<file path="src/rtl/lsu_pkg.sv">
// Shared definitions for the load/store unit: funct3 encodings, sequencer
// states and small decode helpers used by both the controller and lane formatter.
package lsu_pkg;

    localparam logic [2:0] F3_B  = 3'b000;
    localparam logic [2:0] F3_H  = 3'b001;
    localparam logic [2:0] F3_W  = 3'b010;
    localparam logic [2:0] F3_BU = 3'b100;
    localparam logic [2:0] F3_HU = 3'b101;

    typedef enum logic [2:0] {
        ST_IDLE    = 3'd0,
        ST_ISSUE   = 3'd1,
        ST_CAPTURE = 3'd2,
        ST_WRITE   = 3'd3,
        ST_RESP    = 3'd4
    } lsu_state_t;

    function automatic logic [2:0] f3_nbytes(input logic [2:0] f3);
        case (f3[1:0])
            2'b00:   f3_nbytes = 3'd1;
            2'b01:   f3_nbytes = 3'd2;
            2'b10:   f3_nbytes = 3'd4;
            default: f3_nbytes = 3'd0;
        endcase
    endfunction

    function automatic logic f3_is_unsigned(input logic [2:0] f3);
        f3_is_unsigned = f3[2];
    endfunction

    // Stores have no unsigned variants, so bu/hu are only legal for loads.
    function automatic logic f3_legal(input logic we, input logic [2:0] f3);
        case (f3)
            F3_B, F3_H, F3_W: f3_legal = 1'b1;
            F3_BU, F3_HU:     f3_legal = ~we;
            default:          f3_legal = 1'b0;
        endcase
    endfunction

    function automatic logic addr_misaligned(input logic [2:0] f3, input logic [1:0] off);
        case (f3[1:0])
            2'b01:   addr_misaligned = off[0];
            2'b10:   addr_misaligned = (off != 2'b00);
            default: addr_misaligned = 1'b0;
        endcase
    endfunction

endpackage

</file>
<file path="src/rtl/lsu_mem_ctrl_lane_fmt.sv">
// Combinational byte-lane steering: extracts and extends load data, and merges
// store bytes into an existing RAM word, for either RAM lane layout.
module lsu_lane_fmt
    import lsu_pkg::*;
#(
    parameter bit BIG_LANES = 1'b1
) (
    input  logic [31:0] i_rdata,
    input  logic [1:0]  i_off,
    input  logic [2:0]  i_funct3,
    input  logic [31:0] i_wdata,
    output logic [31:0] o_ld_value,
    output logic [31:0] o_st_word
);

    logic [7:0] w_ab [4];
    logic [1:0] w_rel [4];
    logic       w_en [4];
    logic [7:0] w_b0;
    logic [7:0] w_b1;
    logic       w_sgn_b;
    logic       w_sgn_h;
    logic [2:0] w_nb;

    function automatic logic [1:0] lane_of(input logic [1:0] off);
        lane_of = BIG_LANES ? (2'd3 - off) : off;
    endfunction

    // Reorder the RAM word into architectural byte-offset order.
    always_comb begin
        for (int k = 0; k < 4; k++) begin
            w_ab[k] = i_rdata[{lane_of(2'(k)), 3'b000} +: 8];
        end
    end

    // Load path: pick the addressed byte(s), lower address is the LSB.
    always_comb begin
        w_b0    = w_ab[i_off];
        w_b1    = w_ab[i_off + 2'd1];
        w_sgn_b = ~f3_is_unsigned(i_funct3) & w_b0[7];
        w_sgn_h = ~f3_is_unsigned(i_funct3) & w_b1[7];
        case (i_funct3)
            F3_B, F3_BU: o_ld_value = {{24{w_sgn_b}}, w_b0};
            F3_H, F3_HU: o_ld_value = {{16{w_sgn_h}}, w_b1, w_b0};
            F3_W:        o_ld_value = {w_ab[3], w_ab[2], w_ab[1], w_ab[0]};
            default:     o_ld_value = 32'd0;
        endcase
    end

    // Store path: offsets covered by the access take store bytes, others keep old data.
    always_comb begin
        w_nb      = f3_nbytes(i_funct3);
        o_st_word = i_rdata;
        for (int k = 0; k < 4; k++) begin
            w_rel[k] = 2'(k) - i_off;
            w_en[k]  = (2'(k) >= i_off) && ({1'b0, w_rel[k]} < w_nb);
            o_st_word[{lane_of(2'(k)), 3'b000} +: 8] =
                w_en[k] ? i_wdata[{w_rel[k], 3'b000} +: 8] : w_ab[k];
        end
    end

endmodule

</file>
<file path="src/rtl/lsu_mem_ctrl.sv">
// Load/store sequencer: accepts one RV32I access, checks legality, and drives
// the synchronous word RAM (read-modify-write for sub-word stores).
module lsu_mem_ctrl
    import lsu_pkg::*;
#(
    parameter int WADDR_W   = 30,
    parameter bit BIG_LANES = 1'b1
) (
    input  logic               clock,
    input  logic               reset_n,
    input  logic               req_valid,
    output logic               req_ready,
    input  logic               req_we,
    input  logic [2:0]         req_funct3,
    input  logic [31:0]        req_addr,
    input  logic [31:0]        req_wdata,
    output logic               rsp_valid,
    output logic               rsp_err,
    output logic [31:0]        rsp_rdata,
    output logic [WADDR_W-1:0] mem_addr,
    output logic [31:0]        mem_wdata,
    output logic               mem_wen,
    input  logic [31:0]        mem_rdata
);

    lsu_state_t         r_state;
    lsu_state_t         w_next;
    logic               r_we;
    logic [2:0]         r_f3;
    logic [1:0]         r_off;
    logic [31:0]        r_wdata;
    logic [WADDR_W-1:0] r_mem_addr;
    logic [31:0]        r_mem_wdata;
    logic               r_mem_wen;
    logic               r_req_ready;
    logic               r_rsp_valid;
    logic               r_rsp_err;
    logic [31:0]        r_rsp_rdata;

    logic               w_idle;
    logic               w_accept;
    logic               w_req_err;
    logic               w_req_sw;
    logic [1:0]         w_fmt_off;
    logic [2:0]         w_fmt_f3;
    logic [31:0]        w_fmt_wdata;
    logic [31:0]        w_ld_value;
    logic [31:0]        w_st_word;

    assign w_idle    = (r_state == ST_IDLE);
    assign w_accept  = req_valid & w_idle;
    assign w_req_err = ~f3_legal(req_we, req_funct3) | addr_misaligned(req_funct3, req_addr[1:0]);
    assign w_req_sw  = req_we & (req_funct3 == F3_W);

    // The formatter sees the live request in IDLE (full-word store) and latched fields later.
    always_comb begin
        if (w_idle) begin
            w_fmt_off   = req_addr[1:0];
            w_fmt_f3    = req_funct3;
            w_fmt_wdata = req_wdata;
        end else begin
            w_fmt_off   = r_off;
            w_fmt_f3    = r_f3;
            w_fmt_wdata = r_wdata;
        end
    end

    lsu_lane_fmt #(
        .BIG_LANES (BIG_LANES)
    ) u_lane_fmt (
        .i_rdata    (mem_rdata),
        .i_off      (w_fmt_off),
        .i_funct3   (w_fmt_f3),
        .i_wdata    (w_fmt_wdata),
        .o_ld_value (w_ld_value),
        .o_st_word  (w_st_word)
    );

    // Next-state logic.
    always_comb begin
        w_next = r_state;
        case (r_state)
            ST_IDLE: begin
                if (!req_valid) begin
                    w_next = ST_IDLE;
                end else if (w_req_err) begin
                    w_next = ST_RESP;
                end else if (w_req_sw) begin
                    w_next = ST_WRITE;
                end else begin
                    w_next = ST_ISSUE;
                end
            end
            ST_ISSUE:   w_next = ST_CAPTURE;
            ST_CAPTURE: w_next = r_we ? ST_WRITE : ST_RESP;
            ST_WRITE:   w_next = ST_RESP;
            ST_RESP:    w_next = ST_IDLE;
            default:    w_next = ST_IDLE;
        endcase
    end

    // State register.
    always_ff @(posedge clock or negedge reset_n) begin
        if (!reset_n) begin
            r_state <= ST_IDLE;
        end else begin
            r_state <= w_next;
        end
    end

    // Request latch; mem_addr stays put from acceptance through the write.
    always_ff @(posedge clock or negedge reset_n) begin
        if (!reset_n) begin
            r_we       <= 1'b0;
            r_f3       <= 3'd0;
            r_off      <= 2'd0;
            r_wdata    <= 32'd0;
            r_mem_addr <= '0;
        end else if (w_accept) begin
            r_we       <= req_we;
            r_f3       <= req_funct3;
            r_off      <= req_addr[1:0];
            r_wdata    <= req_wdata;
            r_mem_addr <= req_addr[WADDR_W+1:2];
        end
    end

    // Write word: full-word stores are formatted at acceptance, sub-word ones merged in CAPTURE.
    always_ff @(posedge clock or negedge reset_n) begin
        if (!reset_n) begin
            r_mem_wdata <= 32'd0;
        end else if (w_accept && w_req_sw && !w_req_err) begin
            r_mem_wdata <= w_st_word;
        end else if (r_state == ST_CAPTURE && r_we) begin
            r_mem_wdata <= w_st_word;
        end
    end

    // Port strobes are registered from the next state so they track the state exactly.
    always_ff @(posedge clock or negedge reset_n) begin
        if (!reset_n) begin
            r_mem_wen   <= 1'b0;
            r_rsp_valid <= 1'b0;
            r_req_ready <= 1'b1;
        end else begin
            r_mem_wen   <= (w_next == ST_WRITE);
            r_rsp_valid <= (w_next == ST_RESP);
            r_req_ready <= (w_next == ST_IDLE);
        end
    end

    // Response payload updates only when entering RESP and holds otherwise.
    always_ff @(posedge clock or negedge reset_n) begin
        if (!reset_n) begin
            r_rsp_err   <= 1'b0;
            r_rsp_rdata <= 32'd0;
        end else if (w_next == ST_RESP) begin
            r_rsp_err   <= w_idle;
            r_rsp_rdata <= (r_state == ST_CAPTURE && !r_we) ? w_ld_value : 32'd0;
        end
    end

    assign req_ready = r_req_ready;
    assign rsp_valid = r_rsp_valid;
    assign rsp_err   = r_rsp_err;
    assign rsp_rdata = r_rsp_rdata;
    assign mem_addr  = r_mem_addr;
    assign mem_wdata = r_mem_wdata;
    assign mem_wen   = r_mem_wen;

endmodule

</file>
<file path="config.mk">
export PLATFORM = sky130hd
export DESIGN_NAME = lsu_mem_ctrl
export DESIGN_NICKNAME = d
export VERILOG_FILES = /design/src/rtl/lsu_pkg.sv /design/src/rtl/lsu_mem_ctrl_lane_fmt.sv /design/src/rtl/lsu_mem_ctrl.sv
export SDC_FILE = /design/constraint.sdc
export NUM_CORES = 1
export LEC_CHECK = 0
export ABC_AREA = 1
export CAP_MARGIN = 25
export CORE_MARGIN = 4
export CORE_UTILIZATION = 64
export CTS_BUF_LIST = sky130_fd_sc_hd__clkbuf_16
export CTS_CLUSTER_DIAMETER = 150
export DETAILED_ROUTE_END_ITERATION = 10
export DONT_BUFFER_PORTS = 1
export PLACE_DENSITY = 0.8
export SYNTH_ARGS = -nofsm -noshare
export SYNTH_HDL_FRONTEND = slang
export SYNTH_HIERARCHICAL = 1
export SYNTH_SLANG_ARGS = --single-unit
</file>
<file path="constraint.sdc">
create_clock -name clock -period 4 [get_ports clock]
set_input_delay 0.8 -clock clock [delete_from_list [all_inputs] [get_ports clock]]
set_output_delay 0.8 -clock clock [all_outputs]
set_load 0.005 [all_outputs]
</file>
==> run summary <==
OUTCOME
-----------------------------------------------------------------------------------------------
Run status ....................................................................... finished clean

SYNTH
-----------------------------------------------------------------------------------------------
Average cell area after synthesis ................................................    6.729 µm²
Post-Synthesis Cell Area ......................................................... 0.008217 mm²
Most used flip-flop cell after synthesis .........................................      dfrtp_1
Distinct cell type count of the synthesized netlist ..............................           32
Syn Nets .........................................................................         1332
Number of instances in the synthesized netlist ...................................         1221
Portion of the post-synthesis area used by sequential elements ...................       42.35%
Fraction of synthesis flops using an asynchronous set or reset pin ...............       100.0%
Syn. warnings ....................................................................            6
Number of flops mapped to enable cells by yosys ..................................            0
Number of synthesized register bits ..............................................          139

CRITICAL PATH
-----------------------------------------------------------------------------------------------
Top fanout value on the critical path ............................................           21
Worst Setup Start Kind ...........................................................    flip-flop
Critical Path AT .................................................................      3660 ps
Slowest library cell on the worst path ...........................................         ha_1
Critical path's largest stage delay ..............................................       730 ps
Setup CP Type .................................................................... flip-flop to flip-flop
Capturing element type of the critical path ......................................    flip-flop
Most prevalent standard cell on the critical path ................................      nand2_1
WP data required .................................................................      4360 ps
Ordered cell list for the critical path .......................................... nor2_4, nand2_2, a21oi_2, inv_2, ha_1, inv_2, nor2_2, nand2_1, nand2_1, nand2_2, nand3_1, nand2_1, nand2_1

CLOCK TREE
-----------------------------------------------------------------------------------------------
Depth of the CTS H-tree ..........................................................            4
Number of buffers between clock root and the deepest sink ........................            2
Cell at the root of the clock tree ...............................................    clkbuf_16
Number of setup buffers added after CTS ..........................................            0
CTS buffer count .................................................................           17
Number of gates resized after CTS ................................................            0
Clk sink count ...................................................................          139
Clock tree from TritonCTS ........................................................        built
Number of buffers added to fix hold violations after cts .........................            0
Clock latency on the worst-skew pair .............................................       420 ps
Clock input transition at the sequential cells of the worst setup and hold paths .        60 ps

STA
-----------------------------------------------------------------------------------------------
Setup TNS Final ..................................................................         0 ps
RSZ-0062 raised after global routing .............................................        false
Worst clock skew .................................................................     5.971 ps
Count of final setup violators ...................................................            0
Slew at the pin closest to its max-slew limit ....................................     916.1 ps
Maximum clock frequency ..........................................................    303.1 MHz
Rel. slew slack ..................................................................       38.93%
Final slew viol count ............................................................            0
Portion of the clock cycle consumed by the worst path in the final layout ........       82.47%
Number of hold violations in the final report ....................................            0
Post-layout minimum cycle time ...................................................      3299 ps

FINAL LAYOUT
-----------------------------------------------------------------------------------------------
Share of post-route cells with drive strength above 1 ............................       5.700%
Commonest cells after routing, fill and taps aside ............................... nand2_1 (561), dfrtp_1 (138), nand3_1 (136), inv_1 (95), o21ai_0 (77)
Area added between synthesis and finish ..........................................       6.228%
Net count of the finished layout .................................................         1291
Most frequent standard cell in the layout excluding fill and tap cells ...........      nand2_1
Final non-filler cell total ......................................................         1365
Final antenna diode count ........................................................            0

PLACE
-----------------------------------------------------------------------------------------------
RePlAce Congestion ...............................................................       0.9600
Number of input and output port buffers inserted .................................            0
# placed instances ...............................................................         1333
Detailed placement HPWL ..........................................................     16490 µm

ROUTING
-----------------------------------------------------------------------------------------------
Wirelength per Cell ..............................................................     17.10 µm
Routed vias ......................................................................         7765
Number of DRC markers in iteration 0 .............................................          998
DRT Pass-1 Iters .................................................................            6
Vias per cell ....................................................................        5.689
Antenna Violating Nets Remaining .................................................            0
Number of design rule violations left after detail routing .......................            0
Detailed Route WL ................................................................     23340 µm

DIE
-----------------------------------------------------------------------------------------------
Number of I/O pins ...............................................................          201
Num rows .........................................................................           41
Die area .........................................................................  0.01471 mm²
Core Box Area ....................................................................  0.01262 mm²
Initial standard-cell utilization of the core ....................................       65.11%
Die X ............................................................................     121.3 µm
Die height .......................................................................     121.3 µm

GRT
-----------------------------------------------------------------------------------------------
GRT Util Overall .................................................................       31.49%
GR Overflow Total ................................................................            0
Via count of the first global-routing pass .......................................         6988
Global-route wire length before repair ...........................................     36220 µm
Number of antenna violations at the first check in global routing ................            0
Largest net degree at the start of global routing ................................          140

POWER
-----------------------------------------------------------------------------------------------
Worst-case vdd ir drop ...........................................................    0.6873 mV
Power density normalized to cell area ............................................  1126 mW/mm²
Reported leakage power ...........................................................     4.833 nW
Overall power ....................................................................     9.828 mW

HOLD PATH
-----------------------------------------------------------------------------------------------
Worst Hold Class ................................................................. primary input to async pin

JOB
-----------------------------------------------------------------------------------------------
Max cap viols ....................................................................            0

## power by group
| group | total [mW] | switching [mW] | internal [mW] |
|---|---|---|---|
| Sequential | 2.55 | 0.482 | 2.07 |
| Combinational | 5.77 | 4.08 | 1.69 |
| Clock | 1.50 | 0.600 | 0.904 |
| Total | 9.83 | 5.16 | 4.67 |
## synthesized netlist by cell type, types with 3 or more instances
| cell type | number | area (µm²) |
|---|---|---|
| clkbuf_1 | 23 | 86.33 |
| buf_4 | 4 | 30.03 |
| buf_6 | 4 | 45.04 |
| nand3_2 | 4 | 40.04 |
| nor2_2 | 3 | 18.77 |
| nand2_2 | 7 | 43.79 |
| dfrtp_1 | 138 | 3453 |
| nand2_1 | 562 | 2110 |
| o21ai_0 | 78 | 390.4 |
| nor2_1 | 38 | 142.6 |
| inv_2 | 6 | 22.52 |
| nand4_1 | 16 | 100.1 |
| a21oi_1 | 43 | 215.2 |
| buf_2 | 37 | 185.2 |
| nand3_1 | 136 | 680.7 |
| inv_1 | 93 | 349.1 |
| o211ai_1 | 7 | 52.55 |
| ha_1 | 8 | 100.1 |
## through the flow
step                      util (%)  area, µm²  worst slack, ps  hold slack (ps)
after floorplan                  -       8217            874.1            453.4
after global placement       64.73       8169            792.0            471.2
after detailed placement     64.73       8169            710.1            473.2
after CTS                    69.17       8728            739.9            60.19
after global routing         69.17       8728            403.7            55.91
final                        69.17       8728            701.2            70.48
## final timing paths
kind,start,end,slack (ps),depth (start not counted)
worst max register to register,r_state[0]$_DFF_PN0_,rsp_rdata[24]$_DFFE_PN0N_,700,13
min in group clock,req_addr[16],mem_addr[14]$_DFFE_PN0P_,480,2
worst max-delay path,r_state[0]$_DFF_PN0_,rsp_rdata[24]$_DFFE_PN0N_,700,13
worst min register to register,r_f3[2]$_DFFE_PN0P_,r_f3[2]$_DFFE_PN0P_,480,2
worst min-delay path,reset_n,rsp_rdata[22]$_DFFE_PN0N_,70,0
max in group asynchronous,reset_n,req_ready$_DFF_PN1_,3670,0
## cells by family (layout without fill, tap and decap cells)
logic type	after synthesis	count (layout)	share of synthesized area, %
DFF	139	139	42.35
adders and majority gates	8	8	1.218
and+or+nand+nor	773	773	39.18
buffers and inverters	169	141	8.832
AOI/OAI and AO/OA	132	132	8.421
## cell type report
type / instances / area (µm²)
Inverter: 100 / 375.4
Sequential cell: 139 / 3480
Fill cell: 1141 / 3891
Multi-Input combinational cell: 913 / 4031
Clock buffer: 17 / 425.4
Clock inverter: 15 / 133.9
Timing Repair Buffer: 9 / 67.56
Tap cell: 172 / 215.2
## per-layer routing
metal	share of wire, %	up-vias	track usage [%]
met5	0	-	0
met4	2.7	0	12.04
met3	12	54	9.837
met2	45	419	47.43
met1	40	3527	42.69
li1	-	3765	-
## registers in the layout, summed over array words and instances (netlist names)
register   count
req_ready      1
rsp_rdata     32
r_wdata       32
r_we           1
mem_wdata     32
mem_wen        1
rsp_err        1
r_state        3
r_off          2
r_f3           3
rsp_valid      1
mem_addr      30
## worst max-delay path: cells and delay by family, from the launching register on
family,cells,cell delay [ps]
and+or+nand+nor,9,1370
adders and majority gates,1,730
DFF,1,460
buffers and inverters,2,450
AOI/OAI and AO/OA,1,220
Note: power is estimated with default switching activity, not from simulation.
